File: config.mk
export PLATFORM = sky130hd
export DESIGN_NAME = ac_scan_sequencer_flat
export DESIGN_NICKNAME = d
export VERILOG_FILES = /design/src/rtl/ac_scan_sequencer_if.sv /design/src/rtl/ac_scan_sequencer.sv /design/src/flat_wrapper.sv
export SDC_FILE = /design/constraint.sdc
export NUM_CORES = 1
export LEC_CHECK = 0
export ABC_CLOCK_PERIOD_IN_PS = 3500
export CORE_MARGIN = 3
export CORE_UTILIZATION = 35
export DETAILED_ROUTE_END_ITERATION = 12
export GPL_ROUTABILITY_DRIVEN = 0
export PLACE_DENSITY = 0.48
export REMOVE_ABC_BUFFERS = 1
export SYNTH_ARGS = -nofsm -noshare
export SYNTH_HDL_FRONTEND = slang
export SYNTH_SLANG_ARGS = --single-unit
export TNS_END_PERCENT = 1
File: constraint.sdc
create_clock -name CLK -period 3.5 [get_ports CLK]
set_input_delay 0.35 -clock CLK [delete_from_list [all_inputs] [get_ports CLK]]
set_output_delay 0.35 -clock CLK [all_outputs]
set_load 0.05 [all_outputs]
File: src/rtl/ac_scan_sequencer_if.sv
// Character/config/result bundle between the character source and the
// Aho-Corasick scan sequencer.
interface ac_scan_sequencer_if #(
  parameter int STATE_W = 8,
  parameter int CHAR_W  = 4,
  parameter int CNT_W   = 16
);
  logic               INITIALIZE;
  logic               CHAR_VALID;
  logic               CHAR_READY;
  logic [CHAR_W-1:0]  STRING;
  logic               CFG_WE;
  logic               CFG_READY;
  logic [2:0]         CFG_SEL;
  logic [4:0]         CFG_ADDR;
  logic [STATE_W-1:0] CFG_DATA;
  logic [STATE_W-1:0] NOW_STATE_OUT;
  logic               RESULT_VALID;
  logic               EN_MATCH;
  logic [CNT_W-1:0]   MATCH_COUNT;
  logic               ERR;

  // Character source / configuration side
  modport master (
    output INITIALIZE, CHAR_VALID, STRING, CFG_WE, CFG_SEL, CFG_ADDR, CFG_DATA,
    input  CHAR_READY, CFG_READY, NOW_STATE_OUT, RESULT_VALID, EN_MATCH,
           MATCH_COUNT, ERR
  );

  // Sequencer side
  modport slave (
    input  INITIALIZE, CHAR_VALID, STRING, CFG_WE, CFG_SEL, CFG_ADDR, CFG_DATA,
    output CHAR_READY, CFG_READY, NOW_STATE_OUT, RESULT_VALID, EN_MATCH,
           MATCH_COUNT, ERR
  );
endinterface

File: src/rtl/ac_scan_sequencer.sv
// Aho-Corasick scan sequencer: walks the goto table one entry per cycle,
// follows failure links on a miss, and reports the new state and match flag.
module ac_scan_sequencer #(
  parameter int ENTRIES = 32,
  parameter int STATE_W = 8,
  parameter int CHAR_W  = 4,
  parameter int CNT_W   = 16
) (
  input logic                CLK,
  input logic                RST,
  ac_scan_sequencer_if.slave bus
);
  localparam int IDX_W   = $clog2(ENTRIES);
  localparam int CNTE_W  = $clog2(ENTRIES + 1);

  localparam logic [CNTE_W-1:0]  ONE_E     = CNTE_W'(1);
  localparam logic [CNTE_W-1:0]  ENTRIES_E = CNTE_W'(ENTRIES);
  localparam logic [STATE_W-1:0] ENTRIES_S = STATE_W'(ENTRIES);
  localparam logic [STATE_W-1:0] ONE_S     = STATE_W'(1);

  localparam logic [1:0] S_IDLE = 2'd0;
  localparam logic [1:0] S_SCAN = 2'd1;
  localparam logic [1:0] S_FAIL = 2'd2;
  localparam logic [1:0] S_DONE = 2'd3;

  // Table storage (goto/failure contents are intentionally not reset)
  logic [STATE_W-1:0] r_cur  [ENTRIES];
  logic [CHAR_W-1:0]  r_chr  [ENTRIES];
  logic [STATE_W-1:0] r_nxt  [ENTRIES];
  logic [STATE_W-1:0] r_fail [ENTRIES];
  logic [ENTRIES-1:0] r_flag;
  logic [CNTE_W-1:0]  r_count;

  // Sequencer state
  logic [1:0]         r_state;
  logic [CHAR_W-1:0]  r_char;
  logic [STATE_W-1:0] r_scan_state;
  logic [IDX_W-1:0]   r_idx;
  logic [CNTE_W-1:0]  r_hops;
  logic [STATE_W-1:0] r_now_state;
  logic               r_rv;
  logic               r_en;
  logic [CNT_W-1:0]   r_cnt;
  logic               r_err;

  logic               w_cfg_we;
  logic               w_addr_ok;
  logic [IDX_W-1:0]   w_cfg_idx;
  logic [5:0]         w_cfg_cnt_raw;
  logic [CNTE_W-1:0]  w_idx_next;
  logic               w_hit;
  logic               w_last;
  logic               w_state_oor;
  logic [IDX_W-1:0]   w_fidx;
  logic               w_flag_hit;
  logic [IDX_W-1:0]   w_flag_idx;

  assign w_cfg_we      = bus.CFG_WE && (r_state == S_IDLE);
  assign w_addr_ok     = int'(bus.CFG_ADDR) < ENTRIES;
  assign w_cfg_idx     = IDX_W'(bus.CFG_ADDR);
  assign w_cfg_cnt_raw = bus.CFG_DATA[5:0];

  // Entry compare and scan/fail bookkeeping
  always_comb begin
    w_idx_next  = CNTE_W'(r_idx) + ONE_E;
    w_hit       = (r_count != '0) &&
                  (r_cur[r_idx] == r_scan_state) && (r_chr[r_idx] == r_char);
    w_last      = (r_count == '0) || (w_idx_next >= r_count);
    w_state_oor = r_scan_state > ENTRIES_S;
    w_fidx      = IDX_W'(r_scan_state - ONE_S);
    w_flag_idx  = IDX_W'(r_now_state - ONE_S);
    w_flag_hit  = (r_now_state != '0) && (r_now_state <= ENTRIES_S) &&
                  r_flag[w_flag_idx];
  end

  // Goto/failure table writes, accepted only while idle
  always_ff @(posedge CLK) begin
    if (w_cfg_we && w_addr_ok) begin
      case (bus.CFG_SEL)
        3'd0:    r_cur[w_cfg_idx]  <= bus.CFG_DATA;
        3'd1:    r_chr[w_cfg_idx]  <= bus.CFG_DATA[CHAR_W-1:0];
        3'd2:    r_nxt[w_cfg_idx]  <= bus.CFG_DATA;
        3'd3:    r_fail[w_cfg_idx] <= bus.CFG_DATA;
        default: ;
      endcase
    end
  end

  // Entry count (clamped to ENTRIES) and output flags
  always_ff @(posedge CLK) begin
    if (RST) begin
      r_count <= '0;
      r_flag  <= '0;
    end else if (w_cfg_we) begin
      if (bus.CFG_SEL == 3'd4)
        r_count <= (w_cfg_cnt_raw > 6'(ENTRIES)) ? ENTRIES_E : CNTE_W'(w_cfg_cnt_raw);
      else if (bus.CFG_SEL == 3'd5 && w_addr_ok)
        r_flag[w_cfg_idx] <= bus.CFG_DATA[0];
    end
  end

  // Sequencer FSM: IDLE -> SCAN (<-> FAIL) -> DONE -> IDLE
  always_ff @(posedge CLK) begin
    if (RST || bus.INITIALIZE) begin
      r_state      <= S_IDLE;
      r_char       <= '0;
      r_scan_state <= '0;
      r_idx        <= '0;
      r_hops       <= '0;
      r_now_state  <= '0;
      r_rv         <= 1'b0;
      r_en         <= 1'b0;
      r_cnt        <= '0;
      r_err        <= 1'b0;
    end else begin
      r_rv <= 1'b0;
      r_en <= 1'b0;
      case (r_state)
        S_IDLE: begin
          if (bus.CHAR_VALID) begin
            r_char       <= bus.STRING;
            r_scan_state <= r_now_state;
            r_idx        <= '0;
            r_hops       <= '0;
            r_state      <= S_SCAN;
          end
        end
        S_SCAN: begin
          if (w_hit) begin
            r_now_state <= r_nxt[r_idx];
            r_state     <= S_DONE;
          end else if (!w_last) begin
            r_idx <= r_idx + IDX_W'(1);
          end else if (r_scan_state == '0) begin
            r_now_state <= '0;
            r_state     <= S_DONE;
          end else begin
            r_state <= S_FAIL;
          end
        end
        S_FAIL: begin
          // Out-of-range state or exhausted hop budget ends the search at root
          if (w_state_oor || (r_hops + ONE_E == ENTRIES_E)) begin
            r_err       <= 1'b1;
            r_now_state <= '0;
            r_state     <= S_DONE;
          end else begin
            r_scan_state <= r_fail[w_fidx];
            r_idx        <= '0;
            r_hops       <= r_hops + ONE_E;
            r_state      <= S_SCAN;
          end
        end
        default: begin
          r_rv    <= 1'b1;
          r_en    <= w_flag_hit;
          if (w_flag_hit && (r_cnt != '1))
            r_cnt <= r_cnt + CNT_W'(1);
          r_state <= S_IDLE;
        end
      endcase
    end
  end

  assign bus.CHAR_READY    = (r_state == S_IDLE);
  assign bus.CFG_READY     = (r_state == S_IDLE);
  assign bus.NOW_STATE_OUT = r_now_state;
  assign bus.RESULT_VALID  = r_rv;
  assign bus.EN_MATCH      = r_en;
  assign bus.MATCH_COUNT   = r_cnt;
  assign bus.ERR           = r_err;
endmodule

File: src/flat_wrapper.sv
// flat-port wrapper written by rule: the top's interface ports become plain ports
module ac_scan_sequencer_flat 
#(
  parameter int ENTRIES = 32,
  parameter int STATE_W = 8,
  parameter int CHAR_W  = 4,
  parameter int CNT_W   = 16
)
  (CLK, RST, bus_INITIALIZE, bus_CHAR_VALID, bus_STRING, bus_CFG_WE, bus_CFG_SEL, bus_CFG_ADDR, bus_CFG_DATA, bus_CHAR_READY, bus_CFG_READY, bus_NOW_STATE_OUT, bus_RESULT_VALID, bus_EN_MATCH, bus_MATCH_COUNT, bus_ERR);
  ac_scan_sequencer_if #(.STATE_W(STATE_W), .CHAR_W(CHAR_W), .CNT_W(CNT_W)) bus_i ();
  input logic CLK;
  input logic RST;
  input wire logic [$bits(bus_i.INITIALIZE)-1:0] bus_INITIALIZE;
  input wire logic [$bits(bus_i.CHAR_VALID)-1:0] bus_CHAR_VALID;
  input wire logic [$bits(bus_i.STRING)-1:0] bus_STRING;
  input wire logic [$bits(bus_i.CFG_WE)-1:0] bus_CFG_WE;
  input wire logic [$bits(bus_i.CFG_SEL)-1:0] bus_CFG_SEL;
  input wire logic [$bits(bus_i.CFG_ADDR)-1:0] bus_CFG_ADDR;
  input wire logic [$bits(bus_i.CFG_DATA)-1:0] bus_CFG_DATA;
  output wire logic [$bits(bus_i.CHAR_READY)-1:0] bus_CHAR_READY;
  output wire logic [$bits(bus_i.CFG_READY)-1:0] bus_CFG_READY;
  output wire logic [$bits(bus_i.NOW_STATE_OUT)-1:0] bus_NOW_STATE_OUT;
  output wire logic [$bits(bus_i.RESULT_VALID)-1:0] bus_RESULT_VALID;
  output wire logic [$bits(bus_i.EN_MATCH)-1:0] bus_EN_MATCH;
  output wire logic [$bits(bus_i.MATCH_COUNT)-1:0] bus_MATCH_COUNT;
  output wire logic [$bits(bus_i.ERR)-1:0] bus_ERR;
  assign bus_i.INITIALIZE = bus_INITIALIZE;
  assign bus_i.CHAR_VALID = bus_CHAR_VALID;
  assign bus_i.STRING = bus_STRING;
  assign bus_i.CFG_WE = bus_CFG_WE;
  assign bus_i.CFG_SEL = bus_CFG_SEL;
  assign bus_i.CFG_ADDR = bus_CFG_ADDR;
  assign bus_i.CFG_DATA = bus_CFG_DATA;
  assign bus_CHAR_READY = bus_i.CHAR_READY;
  assign bus_CFG_READY = bus_i.CFG_READY;
  assign bus_NOW_STATE_OUT = bus_i.NOW_STATE_OUT;
  assign bus_RESULT_VALID = bus_i.RESULT_VALID;
  assign bus_EN_MATCH = bus_i.EN_MATCH;
  assign bus_MATCH_COUNT = bus_i.MATCH_COUNT;
  assign bus_ERR = bus_i.ERR;
  ac_scan_sequencer #(.ENTRIES(ENTRIES), .STATE_W(STATE_W), .CHAR_W(CHAR_W), .CNT_W(CNT_W)) u_core (.CLK(CLK), .RST(RST), .bus(bus_i));
endmodule
=== Word level (Yosys, flattened, before mapping) ===
Memory sizes are Yosys's and may differ from the RTL's. A register that Yosys moved wholly into a read port is not among the register bits.
Index checks and enable logic that the tools add are counted.

* Flip-flop bits (word level): 90
* Bits in writable memories: 896
* Input port bits: 25
* Output and inout bits: 29
* Logic and storage cells: 126
* Memories kept: 4

{| class="wikitable"
|+ Memory list
! memory !! words !! bits a word !! rd ports !! clocked after memory_dff !! write ports !! line !! RTL
|-
| u_core.r_cur || 32 || 8 || 1 || 1 || 1 || ac_scan_sequencer.sv:27 || <nowiki>logic [STATE_W-1:0] r_cur [ENTRIES];</nowiki>
|-
| u_core.r_fail || 32 || 8 || 1 || 0 || 1 || ac_scan_sequencer.sv:30 || <nowiki>logic [STATE_W-1:0] r_fail [ENTRIES];</nowiki>
|-
| u_core.r_nxt || 32 || 8 || 1 || 1 || 1 || ac_scan_sequencer.sv:29 || <nowiki>logic [STATE_W-1:0] r_nxt [ENTRIES];</nowiki>
|-
| u_core.r_chr || 32 || 4 || 1 || 1 || 1 || ac_scan_sequencer.sv:28 || <nowiki>logic [CHAR_W-1:0] r_chr [ENTRIES];</nowiki>
|}

* Add/sub/neg operators: 6
* Magnitude comparators: 7
* Equal/unequal tests: 18
* Mux-type cells: 47
* Bitwise gates (word level): 2
* Reduce and logical (&&, ||, !) cells: 30

{| class="wikitable"
|+ Operators by type and width
! operator !! number
|-
| 2-to-1 mux 5 bit || 10
|-
| 2-to-1 mux 8 bit || 6
|-
| bitwise mux 32 bit || 1
|-
| case mux 8 bit (2 select lines) || 2
|-
| 2-to-1 mux 6 bit || 3
|-
| adder 16 x 1 -> 16 bit, second input constant || 1
|-
| 2-to-1 mux 1 bit || 16
|-
| inequality test 16 bit, second input constant || 1
|-
| case mux 5 bit (3 select lines) || 1
|-
| less-than comparator 5 x 6 -> 1 bit, second input constant || 2
|-
| case mux 6 bit (2 select lines) || 1
|-
| AND reduction 2 bit || 5
|-
| subtractor 5 x 1 -> 5 bit, second input constant || 2
|-
| == test 8 bit || 1
|-
| > comparator 8 x 6 -> 1 bit, second input constant || 1
|-
| less-or-equal comparator 8 x 6 -> 1 bit, second input constant || 1
|-
| zero test 8 bit || 1
|-
| 2-to-1 mux 2 bit || 4
|-
| inequality test 2 bit, second input constant || 4
|-
| nonzero test 8 bit || 1
|-
| logical AND 1 bit || 7
|-
| adder 5 x 1 -> 6 bit, second input constant || 1
|-
| adder 6 x 1 -> 6 bit, second input constant || 1
|-
| == test 3 x 2 -> 1 bit, second input constant || 2
|-
| 28 further kinds || 35
|}

=== Depth between registers and ports, before layout ===
Gate-level depths: netlist of the first run.

* Word-level depth: 8
* Gate-level depth with buffers: 15
* Gate-level depth less buffers: 11

=== Least setup slack after synthesis of the first run ===
Ideal clock, no wire load.

* Path kind: reg-to-reg
* Start: register u_core.r_now_state[0] (netlist: u_core.bus.NOW_STATE_OUT[0])
* End: register u_core.r_cnt[9] (netlist: u_core.bus.MATCH_COUNT[9])
* Library setup time: 71 ps
* Arrival time: 3561 ps
* Required time: 3429 ps
* Setup slack: -131 ps
* Stages on the path, launching flop included: 14
* Buffers on the path: 2
* Period minus slack after synthesis: 3631 ps
* Cells stage by stage: dfxtp_1 buf_2 inv_1 ha_1 buf_2 mux4_2 mux2i_1 mux2_2 nor4b_1 o31ai_1 nor2_2 nand2_1 or4_1 a21oi_1

* Cells in the longest elaborated chain, start to end: 6
* Elaborated cells between the ends (all ways): 9
* Those cells by class: add/sub: 1; order compare: 1; mux: 2; reduce/logical: 5

{| class="wikitable"
|+ Ends and longest elaborated chain
! item !! line !! RTL
|-
| start, declared || ac_scan_sequencer.sv:40 || <nowiki>logic [STATE_W-1:0] r_now_state;</nowiki>
|-
| start signal, assigned || ac_scan_sequencer.sv:130 || <nowiki>r_now_state <= r_nxt[r_idx];</nowiki>
|-
| subtractor 5 x 1 -> 5 bit || ac_scan_sequencer.sv:71 || <nowiki>w_flag_idx = IDX_W'(r_now_state - ONE_S);</nowiki>
|-
| binary-select mux 1 bit (select 5 bit) || ac_scan_sequencer.sv:73 || <nowiki>r_flag[w_flag_idx];</nowiki>
|-
| 2-to-1 mux 1 bit (implied by the code) || ac_scan_sequencer.sv:73 ||
|-
| logical AND 1 bit * || ac_scan_sequencer.sv:72 || <nowiki>w_flag_hit = (r_now_state != '0) && (r_now_state <= ENTRIES_S) &&</nowiki>
|-
| logical AND 1 bit * || ac_scan_sequencer.sv:157 || <nowiki>if (w_flag_hit && (r_cnt != '1))</nowiki>
|-
| AND reduction 2 bit (no line) * || -- ||
|-
| end signal, assigned || ac_scan_sequencer.sv:158 || <nowiki>r_cnt <= r_cnt + CNT_W'(1);</nowiki>
|-
| end, declared || ac_scan_sequencer.sv:43 || <nowiki>logic [CNT_W-1:0] r_cnt;</nowiki>
|}

Every way passes the cells marked *; elsewhere a longest branch is shown, timed or not. The select of a mux whose other input is x is not followed.
A chain may end at the register's enable or synchronous reset.

==> flow_metrics.tcl, run 1 <==
set metrics [dict create \
    finalMaxSlewViolations 0 \
    cts_num_sinks 991 \
    layout_setup_ws_ns 0.0111 \
    place_hpwl_um 68200 \
    netlist_area_um2 39600 \
    dieArea_um2 117000 \
    multiInputGateArea_um2 10300 \
    syn_inst 2191 \
    wire_per_inst_um 26.6 \
    detail_route.vias_per_cell 5.32 \
    first_pass_iters 7 \
    min_period_ns 3.49 \
    critPathRequiredTime_ns 4.03 \
    pre_cts_ws_ns -0.187 \
    syn_area_per_cell_um2 18.1 \
    cts_tree "done" \
    clkTransAtPathRegs_ns 0.06 \
    skew_ns 0.0360 \
    hold_viol 0 \
    grt_pass1_vias 21603 \
    status "finished, final reports clean" \
    worstHoldStart "bus_CFG_DATA[5]" \
    hp-class "in2reg" \
    drtAntennaViolNets 0 \
    max-cap-violations 0 \
    p_leak_nw 14.2 \
    nFillCells 9848 \
    nets 2466 \
    crit_chain "buf_12, mux4_2, mux4_2, and2_1, a21oi_1, xor2_1, nand4_1, nor4_4, buf_12, buf_4, buf_4, or3_1, a31oi_1" \
    critPathMaxStageDelay_ns 0.50 \
    area_growth_pct 17.9 \
    row_count 122 \
    io_pins 54 \
    ys_seq_area_frac 0.727 \
    ys_async_sr_fraction 0 \
    endpoint_kind "register" \
    worstMarginPinSlew_ns 1.14 \
    final_cell_mix "edfxtp_1 (896), mux4_2 (239), nor2_1 (224)" \
    layout_commonest_cell "edfxtp_1" \
    vias 21312 \
    die_w_um 342 \
    cp_max_fo 7 \
    post-route-period-util 0.997 \
    hold_depth 1 \
    grt_max_degree 130 \
    fin_util 0.419 \
    grt_use_total 0.182 \
    max_freq_ghz 0.287 \
    crit_path_top_delay_cell "mux4_2" \
    route.detailed.drc 0 \
    path_class "reg2reg" \
    layout.area.seq_um2 28800 \
    yosys_warnings 0 \
    antenna_found_initial 7 \
    routed_wl_um 107000 \
    drtIter0Drc 1958 \
    synth_seq_cells 991 \
    p_per_area_nw_per_um2 520 \
    finalSetupViolCount 0 \
    h-tree-depth 3 \
    rsz0062_at_grt "yes" \
    synth_edf_count 896 \
    max_slew_margin 0.237 \
    worst-path-stages 13 \
    grt_pass1_wl_um 155000 \
    numPortBuffers 53 \
    drive_gt1_frac 0.248 \
    crit_family "multiplexers" \
    hold_buffers 0 \
    path_buf_inv 4 \
    clk_latency_ns 0.70 \
    start_util 0.356 \
    cts_root_buf "clkbuf_16" \
    core_um2 111000 \
    numCtsBuffers 105 \
    die_h_um 342 \
    vdd_ir_drop_max_uv 426 \
    finalSetupTns_ns 0 \
    hold_slack_ns 0.115 \
    overflow 0 \
    clk_path_buf_depth 3 \
    design_power_total_mw 24.3 \
    arrival_ns 4.02 \
    critPathLaunchType "register" \
    synth.distinct_cells 54 \
    r2r_cells 13 \
    ys.flop_type "edfxtp_1" \
]
-- synth_stat cells, types with 5 or more instances --
master,number,area [um^2]
edfxtp_1,896,26900
mux4_2,239,5380
nor2_1,224,841
nand2_1,134,503
dfxtp_1,95,1900
mux2i_1,89,891
a21oi_1,70,350
clkbuf_1,63,236
o21ai_0,46,230
nand3_1,36,180
a22oi_1,24,180
buf_2,23,115
xor2_1,17,149
ha_1,16,200
inv_1,16,60.1
buf_1,15,56.3
xnor2_1,15,131
nor2b_1,14,87.6
buf_4,13,97.6
mux2_2,13,146
a211oi_1,12,90.1
nand3b_1,11,82.6
nand4_1,11,68.8
and3_1,10,62.6
nor4_1,7,43.8
or3_1,7,43.8
a22o_1,6,52.6
and2_1,6,37.5
nor3_1,6,30.0
a21o_1,5,37.5
o211ai_1,5,37.5
-- through the flow --
step / cell area, um^2 / instances
global placement: 43100 / 3796
CTS: 46600 / 3997
global route: 46700 / 4002
finish: 46700 / 4005
floorplan: 39100 / 2074
detailed placement: 43100 / 3796
-- where the power goes --
| part | leakage [nW] | total, mW | switching, mW | internal (mW) |
|---|---|---|---|---|
| Sequential | 8.82 | 12.9 | 0.00999 | 12.9 |
| Combinational | 3.77 | 0.453 | 0.350 | 0.103 |
| Clock | 1.64 | 10.9 | 4.64 | 6.27 |
-- final timing paths --
path | to | slack [ns]
max | u_core.r_state[1] | 0.01
min | u_core.r_nxt[7][5] | 0.11
max reg2reg | u_core.r_state[1] | 0.01
min reg2reg | u_core.r_count[3] | 0.46
-- cell families (layout without fill, tap and decap cells) --
| kind of cell | count (synthesis) | in the layout | synth area share |
|---|---|---|---|
| flip-flops | 991 | 991 | 0.727 |
| AND/OR/NAND/NOR | 486 | 486 | 0.0541 |
| AO/OA/AOI/OAI | 191 | 191 | 0.0293 |
| XOR/XNOR | 32 | 32 | 0.00707 |
| multiplexers | 341 | 341 | 0.162 |
| buffers and inverters | 134 | 455 | 0.0152 |
| other | 0 | 5 | 0 |
| adder cells (fa/ha/maj) | 16 | 16 | 0.00505 |
-- layout make-up --
class | count | share of cell area
tap | 1488 | 0.0399
sequential | 991 | 0.617
clock buffer | 130 | 0.0589
multi-input combinational | 1066 | 0.220
inverter | 17 | 0.00137
clock inverter | 64 | 0.0135
timing repair buffer | 244 | 0.0489
antenna | 5 | 0.000268
-- repair_timing --
action / 4_1_cts / 5_1_grt
pin swaps: 5 / 6
endpoints found under the hold margin: 0 / 0
endpoints found under the setup margin: 20 / 18
buffers inserted: 6 / 3
resized for setup: 13 / 10
gates cloned: 1 / 0
-- per-layer routing --
metal | global-route usage | vias to the layer above | wire, um
li1 | - | 9216 | -
met1 | 0.253 | 11291 | 46400
met2 | 0.300 | 652 | 52400
met3 | 0.0275 | 151 | 5890
met4 | 0.0450 | 2 | 2020
met5 | 0 | - | 14
-- sequential cells by signal (all words and copies together) (netlist names), 2 cells and up, named ones only --
signal / count
u_core.r_hops: 6
u_core.r_nxt: 256
u_core.r_scan_state: 8
u_core.r_flag: 32
u_core.r_state: 2
u_core.bus.NOW_STATE_OUT: 8
u_core.bus.MATCH_COUNT: 16
u_core.r_fail: 256
u_core.r_count: 6
u_core.r_char: 4
u_core.r_cur: 256
u_core.r_idx: 5
u_core.r_chr: 128
Note: power is estimated with default switching activity, not from simulation.
==> inputs of run 2 (changes only) <==
--- a/config.mk
+++ b/config.mk
@@ -7,10 +7,10 @@
 export LEC_CHECK = 0
 export ABC_CLOCK_PERIOD_IN_PS = 3500
 export CORE_MARGIN = 3
-export CORE_UTILIZATION = 35
+export CORE_UTILIZATION = 30
 export DETAILED_ROUTE_END_ITERATION = 12
 export GPL_ROUTABILITY_DRIVEN = 0
-export PLACE_DENSITY = 0.48
+export PLACE_DENSITY = 0.43
 export REMOVE_ABC_BUFFERS = 1
 export SYNTH_ARGS = -nofsm -noshare
 export SYNTH_HDL_FRONTEND = slang
==> run 2 against run 1 <==
  * The flow now finishes with violations (setup timing)
  * Non-clock buffer count increased by 34
  * Register-to-register slack got worse by 0.08 ns
  * Clock skew increased by 0.029 ns
  * Sequential cell count unchanged
  * Global-route usage decreased by 1.8 points
  * First-iteration DRC count decreased by 6.3%
  * Sequential power about the same
  * Final cell count increased by 7.2%
  * Power about the same
  * Utilization decreased by 5.7 points
  * Setup slack got worse by 0.085 ns
  * Largest cell class unchanged
  * Largest power group unchanged
  * Highest routed layer unchanged
==> flow_metrics.tcl, run 2 (synthesis results as in run 1) <==
set metrics [dict create \
    status "finished with violations" \
    violations "setup timing" \
    internal_power_mw 19.2 \
    final_cell_mix "edfxtp_1 (896), mux4_2 (239), nor2_1 (224)" \
    path_buf_inv 5 \
    r2r_cells 14 \
    dieArea_um2 136000 \
    core_um2 130000 \
    drive_gt1_frac 0.254 \
    cp_max_fo 8 \
    rsz0062_at_grt "yes" \
    cts_tree "done" \
    max_slew_margin 0.237 \
    routed_wl_um 112000 \
    skew_ns 0.0648 \
    cts_num_sinks 991 \
    max-cap-violations 0 \
    grt_pass1_wl_um 161000 \
    critPathRequiredTime_ns 4.16 \
    placed_cell_area_um2 43600 \
    critPathMaxStageDelay_ns 0.56 \
    start_util 0.304 \
    nets 2502 \
    vdd_ir_drop_max_uv 386 \
    antenna_found_initial 5 \
    row_count 132 \
    hold_depth 1 \
    nFillCells 12154 \
    die_h_um 369 \
    hold_viol 0 \
    final_cells 4292 \
    critPathLaunchType "register" \
    finalSetupTns_ns -0.493 \
    endpoint_kind "register" \
    numPortBuffers 53 \
    pre_cts_ws_ns -0.107 \
    pwr-share-clk 0.449 \
    worst-path-stages 14 \
    crit_path_frequent_cell "buf_12" \
    first_pass_iters 5 \
    worstMarginPinSlew_ns 1.14 \
    hold_slack_ns 0.0686 \
    grt_use_total 0.164 \
    grt_max_degree 90 \
    io_pins 54 \
    fin_util 0.362 \
    area_growth_pct 19.2 \
    finalSetupViolCount 10 \
    detail_route.vias_per_cell 4.93 \
    drtIter0Drc 1835 \
    numCtsBuffers 107 \
    crit_path_top_delay_cell "mux4_2" \
    grt_pass1_vias 21909 \
    h-tree-depth 3 \
    post-route-period-util 1.02 \
    min_period_ns 3.57 \
    max_freq_ghz 0.280 \
    cts_root_buf "clkbuf_16" \
    top_regs "u_core.r_cur (256), u_core.r_fail (256), u_core.r_nxt (256)" \
    arrival_ns 4.23 \
    clk_path_buf_depth 3 \
    layout_commonest_cell "edfxtp_1" \
    clkTransAtPathRegs_ns 0.06 \
    sequentialPowerShare 0.531 \
    crit_chain "buf_12, buf_12, buf_4, mux4_2, and3_1, a31oi_1, nand4_1, xnor2_1, nand3_1, nor4_4, buf_4, o211a_4, buf_12, mux2i_1" \
    r2r_slack_ns -0.07 \
    finalMaxSlewViolations 0 \
    hp-class "in2reg" \
    overflow 0 \
    crit_family "simple AND/OR/NAND/NOR gates" \
    wire_per_inst_um 26.1 \
    dpl.cell_count 4082 \
    p_per_area_nw_per_um2 515 \
    vias 21150 \
    clk_latency_ns 0.73 \
    netSwitchingPower_mw 5.05 \
    drtAntennaViolNets 0 \
    finalInstanceArea_um2 47200 \
    design_power_total_mw 24.3 \
    pwr-share-comb 0.020 \
    place_hpwl_um 74800 \
    layout_setup_ws_ns -0.0738 \
    p_leak_nw 14.4 \
    route.detailed.drc 0 \
    hold_buffers 0 \
    p_sw_frac 0.208 \
    path_class "reg2reg" \
    die_w_um 369 \
]
[run 2: cell count changes in the layout (fill, tap and decap cells not counted), moves of 3 or more]
cell and change:
o21ai_0 +3, buf_12 -5, buf_4 +41, clkinv_2 -4
clkbuf_1 +8, o21ai_1 -3
[run 2: final cells by class]
cell class,count,area [um^2],area share
diodes,3,7.51,0.000159
clock buffers,138,2790,0.0592
clock inverters,57,586,0.0124
inverters,17,63.8,0.00135
multi-input cells,1066,10300,0.218
flip-flops and latches,991,28800,0.611
well taps,1742,2180,0.0462
repair buffers,278,2460,0.0522
[run 2: path summary, 6_finish.rpt]
path,startpoint,to
setup reg to reg,register,u_core.bus.NOW_STATE_OUT[3]
hold / removal,bus_CFG_DATA[7],u_core.r_fail[3][7]
hold reg to reg,u_core.r_count[2],u_core.r_count[2]
setup / recovery,register,u_core.bus.NOW_STATE_OUT[3]
[run 2: power groups by stage]
stage	registers [mW]	logic (mW)	clock network [mW]
floorplan	13.2	0.126	0
global placement	13.2	0.472	0
detailed placement	13.2	0.488	0
CTS	12.9	0.490	11.2
global route	12.9	0.519	11.7
finish	12.9	0.477	10.9
[run 2: timing repair]
action / in CTS / in global routing
pin swaps: 3 / 9
setup endpoints to repair: 19 / 22
resized for setup: 8 / 16
buffers inserted: 4 / 8
cloned: 0 / 1
[run 2: per-layer routing]
metal | share of wire | GRT usage
met2 | 0.49 | 0.271
met1 | 0.44 | 0.221
met5 | 0.00025 | 0
met3 | 0.049 | 0.0323
met4 | 0.025 | 0.0433
==> inputs of run 3 (changes only) <==
--- a/config.mk
+++ b/config.mk
@@ -8,6 +8,7 @@
 export ABC_CLOCK_PERIOD_IN_PS = 3500
 export CORE_MARGIN = 3
 export CORE_UTILIZATION = 30
+export CTS_CLUSTER_SIZE = 12
 export DETAILED_ROUTE_END_ITERATION = 12
 export GPL_ROUTABILITY_DRIVEN = 0
 export PLACE_DENSITY = 0.43
==> run 3 against run 2 <==
  * Critical path type unchanged
  * Worst hold slack got worse by 0.0043 ns
  * Clock power fell by 4%
  * Critical endpoint unchanged
  * Non-clock buffer count did not move
  * Largest cell class unchanged
  * Die area did not move
  * Largest power group unchanged
  * The run still ends with setup timing left
==> flow_metrics.tcl, run 3 (synthesis results as in run 1) <==
set metrics [dict create \
    hold_viol 0 \
    layout_commonest_cell "edfxtp_1" \
    cts_num_sinks 991 \
    hp-class "in2reg" \
    critPathLaunchType "register" \
    final_cell_mix "edfxtp_1 (896), mux4_2 (239), nor2_1 (224)" \
    area_growth_pct 18.8 \
    grt_use_total 0.164 \
    grt_pass1_wl_um 161000 \
    layout_setup_ws_ns -0.0378 \
    max-cap-violations 0 \
    dpl.cell_count 4082 \
    met3_usage 0.0317 \
    arrival_ns 4.20 \
    dieArea_um2 136000 \
    cts_tree "done" \
    drtIter0Drc 1923 \
    grt_pass1_vias 21869 \
    clk_path_buf_depth 3 \
    hold_slack_ns 0.0644 \
    post-route-period-util 1.01 \
    final_cells 4291 \
    io_pins 54 \
    routed_wl_um 112000 \
    violations "setup timing" \
    hold_buffers 0 \
    multiInputGateArea_um2 10300 \
    first_pass_iters 5 \
    nFillCells 12175 \
    cts_root_buf "clkbuf_16" \
    die_w_um 369 \
    start_util 0.304 \
    use_met2 0.272 \
    overflow 0 \
    place_hpwl_um 74800 \
    max_freq_ghz 0.283 \
    drive_gt1_frac 0.253 \
    vdd_ir_drop_max_uv 384 \
    h-tree-depth 3 \
    finalSetupViolCount 8 \
    clkTransAtPathRegs_ns 0.06 \
    endpoint_kind "register" \
    worstMarginPinSlew_ns 1.11 \
    drtAntennaViolNets 0 \
    antenna_found_initial 4 \
    top_regs "u_core.r_cur (256), u_core.r_fail (256), u_core.r_nxt (256)" \
    min_period_ns 3.54 \
    cp_max_fo 8 \
    clk_latency_ns 0.74 \
    rsz0062_at_grt "yes" \
    numCtsBuffers 107 \
    finalMaxSlewViolations 0 \
    row_count 132 \
    fin_util 0.361 \
    pre_cts_ws_ns -0.107 \
    grt_max_degree 90 \
    die_h_um 369 \
    globalRouteMet1Util 0.222 \
    busiest_layer "met2" \
    status "finished with violations" \
    layout.area.seq_um2 28800 \
    p_leak_nw 14.3 \
    nets 2502 \
    design_power_total_mw 23.8 \
    wire_per_inst_um 26.1 \
    skew_ns 0.0610 \
    path_class "reg2reg" \
    worstHoldStart "bus_CFG_DATA[7]" \
    numPortBuffers 53 \
    core_um2 130000 \
    detail_route.vias_per_cell 4.93 \
    max_slew_margin 0.261 \
    p_per_area_nw_per_um2 507 \
    route.detailed.drc 0 \
    vias 21157 \
    critPathRequiredTime_ns 4.16 \
]
==> run 3: changes by cell type in the layout (fill, tap and decap cells not counted) <==
cell and change:
bufinv_16 -6, clkbuf_1 +5, clkbuf_8 +1, clkinv_1 -3, clkinv_2 +4, clkinv_4 -1
clkinvlp_4 -1
==> run 3: layout make-up <==
type	instances	share of cell area
diodes	3	0.000160
clock buffers	144	0.0601
clock inverters	50	0.00846
inverters	17	0.00136
multi-input cells	1066	0.219
flip-flops and latches	991	0.613
well taps	1742	0.0463
repair buffers	278	0.0524
==> run 3: path summary, 6_finish.rpt <==
check	cells after the start	endpoint	slack, ns
hold reg to reg	2	u_core.r_count[2]	0.45
setup / recovery	14	u_core.bus.NOW_STATE_OUT[3]	-0.04
hold / removal	1	u_core.r_fail[3][7]	0.06
setup reg to reg	14	u_core.bus.NOW_STATE_OUT[3]	-0.04
==> run 3: timing repair <==
item                                    4_1_cts  5_1_grt
pin swaps                                     3        9
gates resized for setup                       8       16
buffers inserted                              4        8
endpoints found under the hold margin         0        0
gates cloned                                  0        1
endpoints found under the setup margin       19       22
==> run 3: worst max-delay path, stage by stage, from the launching register on <==
cell and delay (ns):
dfxtp_4 0.40, buf_12 0.16, buf_12 0.16, buf_4 0.19, mux4_2 0.56, and3_1 0.20
a31oi_1 0.13, nand4_1 0.24, xnor2_1 0.30, nand3_1 0.17, nor4_4 0.24, buf_4 0.18
o211a_4 0.19, buf_12 0.14, mux2i_1 0.19
==> run 3: routing by layer <==
metal	part of all wire	up-vias
li1	-	9286
met2	0.49	530
met5	0.00025	-
met3	0.047	147
met1	0.44	11190
met4	0.024	4
==> run 3: through the flow <==
stage	setup TNS, ns	cell area (um^2)
6_report	-0.176	47100
5_1_grt	-0.855	47000
4_1_cts	0	46900
3_5_place_dp	-1.55	43600
3_3_place_gp	-1.38	43600
2_1_floorplan	-126.62	39100
==> run 3: power by group <==
group	switching (mW)	internal (mW)	leakage, nW
combinational	0.369	0.107	3.93
sequential	0.00800	12.9	8.82
clock	4.64	5.82	1.56
